## src/rtl/vga_timing_pkg.sv

```systemverilog
// Shared VGA timing constants, the per-axis phase enumeration and the count type.
package vga_timing_pkg;

    localparam int COUNT_W         = 10;
    localparam int COUNT_MAX_TOTAL = 1 << COUNT_W;

    localparam int DEF_H_ACTIVE = 640;
    localparam int DEF_H_FRONT  = 16;
    localparam int DEF_H_SYNC   = 96;
    localparam int DEF_H_BACK   = 48;
    localparam int DEF_V_ACTIVE = 480;
    localparam int DEF_V_FRONT  = 10;
    localparam int DEF_V_SYNC   = 2;
    localparam int DEF_V_BACK   = 33;

    localparam int DEF_H_TOTAL = DEF_H_ACTIVE + DEF_H_FRONT + DEF_H_SYNC + DEF_H_BACK;
    localparam int DEF_V_TOTAL = DEF_V_ACTIVE + DEF_V_FRONT + DEF_V_SYNC + DEF_V_BACK;

    typedef logic [COUNT_W-1:0] count_t;

    typedef enum logic [1:0] {
        PH_ACTIVE = 2'd0,
        PH_FRONT  = 2'd1,
        PH_SYNC   = 2'd2,
        PH_BACK   = 2'd3
    } phase_t;

endpackage

```

## src/rtl/vga_axis_counter.sv

```systemverilog
// One timing axis: a wrapping position counter plus its ACTIVE/FRONT/SYNC/BACK phase FSM.
// Reset parks the axis on its last position so the first step lands on 0 / ACTIVE.
module vga_axis_counter
    import vga_timing_pkg::*;
#(
    parameter int ACTIVE_LEN = DEF_H_ACTIVE,
    parameter int FRONT_LEN  = DEF_H_FRONT,
    parameter int SYNC_LEN   = DEF_H_SYNC,
    parameter int BACK_LEN   = DEF_H_BACK
) (
    input  logic   clk_in,
    input  logic   rst_n,
    input  logic   step,
    output count_t count,
    output phase_t phase,
    output phase_t phase_nxt,
    output logic   wrap
);

    localparam int     TOTAL    = ACTIVE_LEN + FRONT_LEN + SYNC_LEN + BACK_LEN;
    localparam count_t LAST     = count_t'(TOTAL - 1);
    localparam count_t FRONT_AT = count_t'(ACTIVE_LEN);
    localparam count_t SYNC_AT  = count_t'(ACTIVE_LEN + FRONT_LEN);
    localparam count_t BACK_AT  = count_t'(ACTIVE_LEN + FRONT_LEN + SYNC_LEN);

    if (TOTAL > COUNT_MAX_TOTAL) begin : g_total_too_big
        $error("vga_axis_counter: axis total exceeds the 10-bit counter range");
    end

    count_t count_q, count_d;
    phase_t phase_q, phase_d;

    assign wrap = step && (count_q == LAST);

    always_comb begin
        count_d = count_q;
        if (step) begin
            count_d = (count_q == LAST) ? '0 : count_q + 1'b1;
        end
    end

    // Phase changes are keyed on the position being entered, so phase and count stay aligned.
    always_comb begin
        phase_d = phase_q;
        if (step) begin
            case (phase_q)
                PH_ACTIVE: if (count_d == FRONT_AT) phase_d = PH_FRONT;
                PH_FRONT:  if (count_d == SYNC_AT)  phase_d = PH_SYNC;
                PH_SYNC:   if (count_d == BACK_AT)  phase_d = PH_BACK;
                PH_BACK:   if (count_d == '0)       phase_d = PH_ACTIVE;
                default:   phase_d = PH_BACK;
            endcase
        end
    end

    always_ff @(posedge clk_in or negedge rst_n) begin
        if (!rst_n) begin
            count_q <= LAST;
            phase_q <= PH_BACK;
        end else begin
            count_q <= count_d;
            phase_q <= phase_d;
        end
    end

    assign count     = count_q;
    assign phase     = phase_q;
    assign phase_nxt = phase_d;

endmodule

```

## src/rtl/vga_timing_gen.sv

```systemverilog
// VGA sync/position generator: two axis counters plus registered sync, blanking and start flags.
// Valid/ready does not apply here; en is a plain step strobe and every output holds while en=0.
module vga_timing_gen
    import vga_timing_pkg::*;
#(
    parameter int H_ACTIVE = DEF_H_ACTIVE,
    parameter int H_FRONT  = DEF_H_FRONT,
    parameter int H_SYNC   = DEF_H_SYNC,
    parameter int H_BACK   = DEF_H_BACK,
    parameter int V_ACTIVE = DEF_V_ACTIVE,
    parameter int V_FRONT  = DEF_V_FRONT,
    parameter int V_SYNC   = DEF_V_SYNC,
    parameter int V_BACK   = DEF_V_BACK
) (
    input  logic       clk_in,
    input  logic       rst_n,
    input  logic       en,
    output logic       hsync,
    output logic       vsync,
    output logic       video_on,
    output logic [9:0] pixel_x,
    output logic [9:0] pixel_y,
    output logic       line_start,
    output logic       frame_start
);

    count_t h_count, v_count;
    phase_t h_phase, v_phase, h_phase_nxt, v_phase_nxt;
    logic   h_wrap, v_wrap, v_step;

    assign v_step = en && h_wrap;

    vga_axis_counter #(
        .ACTIVE_LEN(H_ACTIVE), .FRONT_LEN(H_FRONT), .SYNC_LEN(H_SYNC), .BACK_LEN(H_BACK)
    ) u_h_axis (
        .clk_in(clk_in), .rst_n(rst_n), .step(en),
        .count(h_count), .phase(h_phase), .phase_nxt(h_phase_nxt), .wrap(h_wrap)
    );

    vga_axis_counter #(
        .ACTIVE_LEN(V_ACTIVE), .FRONT_LEN(V_FRONT), .SYNC_LEN(V_SYNC), .BACK_LEN(V_BACK)
    ) u_v_axis (
        .clk_in(clk_in), .rst_n(rst_n), .step(v_step),
        .count(v_count), .phase(v_phase), .phase_nxt(v_phase_nxt), .wrap(v_wrap)
    );

    // A wrap on this step means the next position has x=0 (and y=0 when the V axis also wraps).
    always_ff @(posedge clk_in or negedge rst_n) begin
        if (!rst_n) begin
            hsync       <= 1'b1;
            vsync       <= 1'b1;
            video_on    <= 1'b0;
            line_start  <= 1'b0;
            frame_start <= 1'b0;
        end else if (en) begin
            hsync       <= (h_phase_nxt != PH_SYNC);
            vsync       <= (v_phase_nxt != PH_SYNC);
            video_on    <= (h_phase_nxt == PH_ACTIVE) && (v_phase_nxt == PH_ACTIVE);
            line_start  <= h_wrap;
            frame_start <= v_wrap;
        end
    end

    assign pixel_x = h_count;
    assign pixel_y = v_count;

    // The registered flags must always agree with the registered phases.
    always_ff @(posedge clk_in) begin
        if (rst_n) begin
            assert ((hsync == (h_phase != PH_SYNC)) && (vsync == (v_phase != PH_SYNC)) &&
                    (video_on == ((h_phase == PH_ACTIVE) && (v_phase == PH_ACTIVE))));
        end
    end

endmodule

```

## config.mk

```make
export PLATFORM = sky130hd
export DESIGN_NAME = vga_timing_gen
export DESIGN_NICKNAME = d
export VERILOG_FILES = /design/src/rtl/vga_timing_pkg.sv /design/src/rtl/vga_axis_counter.sv /design/src/rtl/vga_timing_gen.sv
export SDC_FILE = /design/constraint.sdc
export NUM_CORES = 1
export LEC_CHECK = 0
export CELL_PAD_IN_SITES_DETAIL_PLACEMENT = 1
export CELL_PAD_IN_SITES_GLOBAL_PLACEMENT = 1
export CORE_MARGIN = 4
export CORE_UTILIZATION = 41
export CTS_CLUSTER_DIAMETER = 100
export DETAILED_ROUTE_END_ITERATION = 6
export PLACE_DENSITY_LB_ADDON = 0.08
export REMOVE_ABC_BUFFERS = 1
export SLEW_MARGIN = 20
export SYNTH_ARGS = -nofsm -noshare
export SYNTH_HDL_FRONTEND = slang
export SYNTH_SLANG_ARGS = --single-unit
```

## constraint.sdc

```tcl
create_clock -name clk_in -period 3.35 [get_ports clk_in]
set_input_delay 1.005 -clock clk_in [delete_from_list [all_inputs] [get_ports clk_in]]
set_output_delay 1.005 -clock clk_in [all_outputs]
set_load 0.01 [all_outputs]
```

==> impl_metrics.xml, run 1 <==
<?xml version="1.0" encoding="UTF-8"?>
<metrics>
  <group name="clock_tree">
    <metric name="cts.reportedPaths.clkPinSlew" unit="ns">0.06</metric>
    <metric name="tritoncts_num_sinks" unit="">29</metric>
    <metric name="insertion_delay" unit="ns">0.28</metric>
    <metric name="cts_tree" unit="">done</metric>
    <metric name="max-clock-path-buffers" unit="">2</metric>
    <metric name="htree_levels" unit="">2</metric>
    <metric name="clk_root_buffer_cell" unit="">sky130_fd_sc_hd__clkbuf_8</metric>
    <metric name="number_of_buffers_inserted_during_clock_tree_synthesis" unit="">5</metric>
  </group>
  <group name="yosys">
    <metric name="synth-compound-area-share" unit="%">17.1</metric>
    <metric name="fraction_of_the_yosys_area_taken_by_sequential_cells" unit="%">39.6</metric>
    <metric name="synth_seq_cells" unit="">29</metric>
    <metric name="synthesis.area" unit="um2">1880</metric>
    <metric name="synth_simple_gate_area_share" unit="%">26.5</metric>
    <metric name="synthesis.area_per_instance" unit="um2">9.60</metric>
    <metric name="yosys.area_share.xor_xnor" unit="%">7.45</metric>
    <metric name="synthAdderAreaFrac" unit="%">1.99</metric>
    <metric name="largest_family_of_logic_cells_by_synthesized_area" unit="">simple AND/OR/NAND/NOR gates</metric>
    <metric name="postSynth.topFlopCell" unit="">sky130_fd_sc_hd__dfstp_2</metric>
    <metric name="yosys-mux-area-fraction" unit="%">2.26</metric>
    <metric name="synth_cell_types" unit="">58</metric>
    <metric name="ys_warn_count" unit="">0</metric>
    <metric name="synth_enable_flop_cells" unit="">0</metric>
    <metric name="syn_inst" unit="">196</metric>
    <metric name="async_sr_flop_fraction" unit="%">100</metric>
  </group>
  <group name="critical_path">
    <metric name="worst-r2r-setup-slack" unit="ns">0.18</metric>
    <metric name="worst_setup_path_end_kind" unit="">register</metric>
    <metric name="required" unit="ns">3.50</metric>
    <metric name="critical_path_class" unit="">in -&gt; reg</metric>
    <metric name="arrival_time_reported_for_the_critical_path_endpoint" unit="ns">3.38</metric>
    <metric name="worst_setup_path_start_kind" unit="">input port</metric>
    <metric name="critical_path_peak_fanout" unit="">3</metric>
  </group>
  <group name="sta">
    <metric name="final.min_clock_period" unit="ns">3.23</metric>
    <metric name="final_hold_violation_count" unit="">0</metric>
    <metric name="finalClockSkew" unit="ns">0.00388</metric>
    <metric name="setup_viol" unit="">0</metric>
    <metric name="rsz0062_at_grt" unit="">no</metric>
    <metric name="maxSlewHeadroom" unit="%">69.4</metric>
    <metric name="timing.final.max_slew_violations" unit="">0</metric>
    <metric name="max_freq" unit="GHz">0.309</metric>
    <metric name="final_min_period_over_clock_period" unit="%">96.5</metric>
    <metric name="max_slew.worst_pin.slew" unit="ns">0.454</metric>
  </group>
  <group name="global_route">
    <metric name="number_of_antenna_violations_at_the_first_check_in_global_routing" unit="">0</metric>
    <metric name="grt_usage" unit="%">23.8</metric>
    <metric name="grt_start_max_net_pins" unit="">30</metric>
    <metric name="grt_pass1_vias" unit="">1977</metric>
    <metric name="global_route_wire_length_before_repair" unit="mm">10.3</metric>
    <metric name="grt_overflow" unit="">0</metric>
  </group>
  <group name="drt">
    <metric name="highest-signal-layer" unit="">met4</metric>
    <metric name="final_antenna_net_count" unit="">0</metric>
    <metric name="routed-wl-met2" unit="mm">3.26</metric>
    <metric name="wirelength_met1" unit="mm">2.60</metric>
    <metric name="routed-wl-met3" unit="um">179</metric>
    <metric name="drc_errors" unit="">0</metric>
    <metric name="drtPass1Iterations" unit="">4</metric>
    <metric name="detail_route.wl_per_cell" unit="um">19.7</metric>
    <metric name="routed_via_count" unit="">1817</metric>
    <metric name="routed_wirelength" unit="mm">6.19</metric>
    <metric name="drt-initial-drc-count" unit="">57</metric>
    <metric name="vias_per_cell" unit="">5.79</metric>
  </group>
  <group name="die">
    <metric name="std_cell_rows" unit="">24</metric>
    <metric name="initial_utilization" unit="%">42.9</metric>
    <metric name="floorplan.die.width" unit="um">75.7</metric>
    <metric name="die_height" unit="um">75.7</metric>
    <metric name="io_pins" unit="">28</metric>
    <metric name="die_area" unit="um2">5740</metric>
    <metric name="design.core.area" unit="um2">4380</metric>
  </group>
  <group name="placement">
    <metric name="place_inst" unit="">297</metric>
    <metric name="finalWeightedCongestion" unit="">0.907</metric>
    <metric name="placement.cell_area" unit="um2">2400</metric>
    <metric name="port_buffers" unit="">27</metric>
    <metric name="hpwl" unit="mm">4.36</metric>
  </group>
  <group name="outcome">
    <metric name="run_status" unit="">finished, final reports clean</metric>
  </group>
  <group name="final_layout">
    <metric name="area.sequential" unit="um2">746</metric>
    <metric name="fin_cells" unit="">314</metric>
    <metric name="drive_gt1_share" unit="%">35.9</metric>
    <metric name="nFillCells" unit="">515</metric>
    <metric name="syn2layout_area_growth" unit="%">40.7</metric>
    <metric name="num-nets-final" unit="">267</metric>
    <metric name="multi_input_area" unit="um2">1110</metric>
    <metric name="post_route_design_area" unit="um2">2650</metric>
    <metric name="antennaDiodeCount" unit="">0</metric>
  </group>
  <group name="power_and_ir_drop">
    <metric name="irDropWorstVdd" unit="mV">0.315</metric>
    <metric name="powerDensity" unit="nW/um2">521</metric>
    <metric name="leakage_power_total" unit="nW">1.08</metric>
  </group>
  <group name="job">
    <metric name="max_cap_violations" unit="">0</metric>
  </group>
  <group name="worst_hold_path">
    <metric name="min-delay-path-class" unit="">reg -&gt; reg</metric>
  </group>
</metrics>
-- through the flow --
step | total power [mW] | setup TNS, ns | util [%] | hold slack (ns) | worst slack, ns
after floorplan | 0.736 | -0.00960 | - | 0.491 | -0.00960
after global placement | 0.966 | -1.48 | 54.7 | 0.464 | -0.348
after detailed placement | 0.998 | -2.45 | 54.7 | 0.474 | -0.476
after CTS | 1.36 | 0 | 58.9 | 0.491 | 0.0427
after global routing | 1.46 | 0 | 60.4 | 0.521 | 0.00346
final | 1.38 | 0 | 60.4 | 0.491 | 0.118
-- repair_timing --
item,4_1_cts,5_1_grt
pin swaps,6,4
buffers inserted,4,5
hold buffers,0,0
resized for setup,13,6
setup endpoints to repair,5,4
endpoints found under the hold margin,0,0
-- cell families (layout without fill, tap and decap cells) --
group / Yosys count / count (layout)
mux: 4 / 4
compound gates: 43 / 43
xor+xnor: 16 / 16
simple gates: 82 / 82
fa+ha+maj: 3 / 3
buf+inv: 19 / 85
flops: 29 / 29
-- worst paths after layout --
path | start | endpoint | cells after the start
max reg2reg | u_v_axis.count[0] | vsync | 12
max in group asynchronous | rst_n | u_h_axis.phase[1] | 2
min in group asynchronous | rst_n | u_v_axis.count[1] | 2
min | video_on | video_on | 2
min reg2reg | video_on | video_on | 2
max | en | video_on | 10
-- metal layers --
metal	vias up	global-route usage, %
li1	859	-
met1	905	27.1
met2	37	43.3
met3	16	4.22
met4	0	9.71
met5	-	0
-- layout by cell type, fill, tap and decap left out, types with 4 or more instances in the layout --
| cell type | synthesis | layout |
|---|---|---|
| sky130_fd_sc_hd__a21oi_1 | 7 | 6 |
| sky130_fd_sc_hd__and3_1 | 5 | 4 |
| sky130_fd_sc_hd__buf_4 | 1 | 40 |
| sky130_fd_sc_hd__clkbuf_8 | 0 | 7 |
| sky130_fd_sc_hd__clkdlybuf4s50_1 | 0 | 26 |
| sky130_fd_sc_hd__dfrtp_1 | 13 | 13 |
| sky130_fd_sc_hd__dfstp_2 | 16 | 16 |
| sky130_fd_sc_hd__inv_1 | 8 | 8 |
| sky130_fd_sc_hd__nand2_1 | 12 | 12 |
| sky130_fd_sc_hd__nand2b_1 | 5 | 5 |
| sky130_fd_sc_hd__nand3_1 | 6 | 6 |
| sky130_fd_sc_hd__nand4_1 | 9 | 9 |
| sky130_fd_sc_hd__nor2_1 | 14 | 13 |
| sky130_fd_sc_hd__nor3_1 | 5 | 4 |
| sky130_fd_sc_hd__o21ai_0 | 11 | 11 |
| sky130_fd_sc_hd__xnor2_1 | 10 | 9 |
| sky130_fd_sc_hd__xor2_1 | 6 | 6 |
-- flip-flops by register name, summed over array words and instances (netlist names) --
register / count
frame_start: 1
hsync: 1
line_start: 1
u_h_axis.count: 10
u_h_axis.phase: 2
u_v_axis.count: 10
u_v_axis.phase: 2
video_on: 1
vsync: 1
-- worst max-delay path, stage by stage --
cell and delay (ns):
sky130_fd_sc_hd__dlygate4sd2_1 0.23, sky130_fd_sc_hd__and4_4 0.23, sky130_fd_sc_hd__buf_4 0.12, sky130_fd_sc_hd__and3_4 0.21
sky130_fd_sc_hd__and4_4 0.24, sky130_fd_sc_hd__o32ai_2 0.10, sky130_fd_sc_hd__or4b_4 0.56, sky130_fd_sc_hd__o41a_1 0.36
sky130_fd_sc_hd__a31oi_4 0.20, sky130_fd_sc_hd__o41ai_2 0.10
-- layout make-up --
| class | count | share of cell area, % |
|---|---|---|
| Inverter | 8 | 1.13 |
| Clock buffer | 7 | 3.64 |
| Clock inverter | 1 | 0.189 |
| Multi-Input combinational cell | 148 | 42.1 |
| Sequential cell | 29 | 28.2 |
| Tap cell | 52 | 2.46 |
| Timing Repair Buffer | 69 | 22.4 |
-- power breakdown --
part | switching [mW] | total, mW | internal [mW] | leakage (nW)
combinational | 0.238 | 0.497 | 0.259 | 0.688
sequential | 0.115 | 0.565 | 0.449 | 0.337
clock | 0.132 | 0.317 | 0.185 | 0.0542
total | 0.485 | 1.38 | 0.894 | 1.08
-- Yosys cell counts, types with 2 or more instances --
master | count | share of area (%)
sky130_fd_sc_hd__buf_6 | 2 | 1.2
sky130_fd_sc_hd__nand2b_1 | 5 | 1.7
sky130_fd_sc_hd__mux2_2 | 2 | 1.2
sky130_fd_sc_hd__xnor2_1 | 10 | 4.7
sky130_fd_sc_hd__and4_1 | 3 | 1.4
sky130_fd_sc_hd__nor4_4 | 2 | 2.3
sky130_fd_sc_hd__mux2i_1 | 2 | 1.1
sky130_fd_sc_hd__and3_1 | 5 | 1.7
sky130_fd_sc_hd__nor2_1 | 14 | 2.8
sky130_fd_sc_hd__dfstp_2 | 16 | 22
sky130_fd_sc_hd__nand4_1 | 9 | 3.0
sky130_fd_sc_hd__nand2_1 | 12 | 2.4
sky130_fd_sc_hd__nor4_1 | 4 | 1.3
sky130_fd_sc_hd__clkbuf_1 | 4 | 0.80
sky130_fd_sc_hd__nor3_1 | 5 | 1.3
sky130_fd_sc_hd__buf_2 | 4 | 1.1
sky130_fd_sc_hd__or2_2 | 2 | 0.66
sky130_fd_sc_hd__a31oi_1 | 3 | 1.0
sky130_fd_sc_hd__inv_1 | 8 | 1.6
sky130_fd_sc_hd__o31ai_1 | 2 | 0.80
sky130_fd_sc_hd__ha_1 | 3 | 2.0
sky130_fd_sc_hd__xor2_1 | 6 | 2.8
sky130_fd_sc_hd__nor4b_1 | 2 | 0.93
sky130_fd_sc_hd__nand4b_1 | 2 | 0.93
sky130_fd_sc_hd__or3_1 | 3 | 1.0
sky130_fd_sc_hd__dfrtp_1 | 13 | 17
sky130_fd_sc_hd__o21ai_0 | 11 | 2.9
sky130_fd_sc_hd__nand3_1 | 6 | 1.6
sky130_fd_sc_hd__a21oi_1 | 7 | 1.9
Note: power is estimated with default switching activity, not from simulation.
==> inputs of run 2 (changes only) <==
--- a/config.mk
+++ b/config.mk
@@ -10,10 +10,10 @@
 export CORE_MARGIN = 4
 export CORE_UTILIZATION = 41
 export CTS_CLUSTER_DIAMETER = 100
+export CTS_CLUSTER_SIZE = 20
 export DETAILED_ROUTE_END_ITERATION = 6
 export PLACE_DENSITY_LB_ADDON = 0.08
 export REMOVE_ABC_BUFFERS = 1
-export SLEW_MARGIN = 20
 export SYNTH_ARGS = -nofsm -noshare
 export SYNTH_HDL_FRONTEND = slang
 export SYNTH_SLANG_ARGS = --single-unit
==> results of run 2 <==
The final DEF is identical to that of run 1; final timing and power are the same.
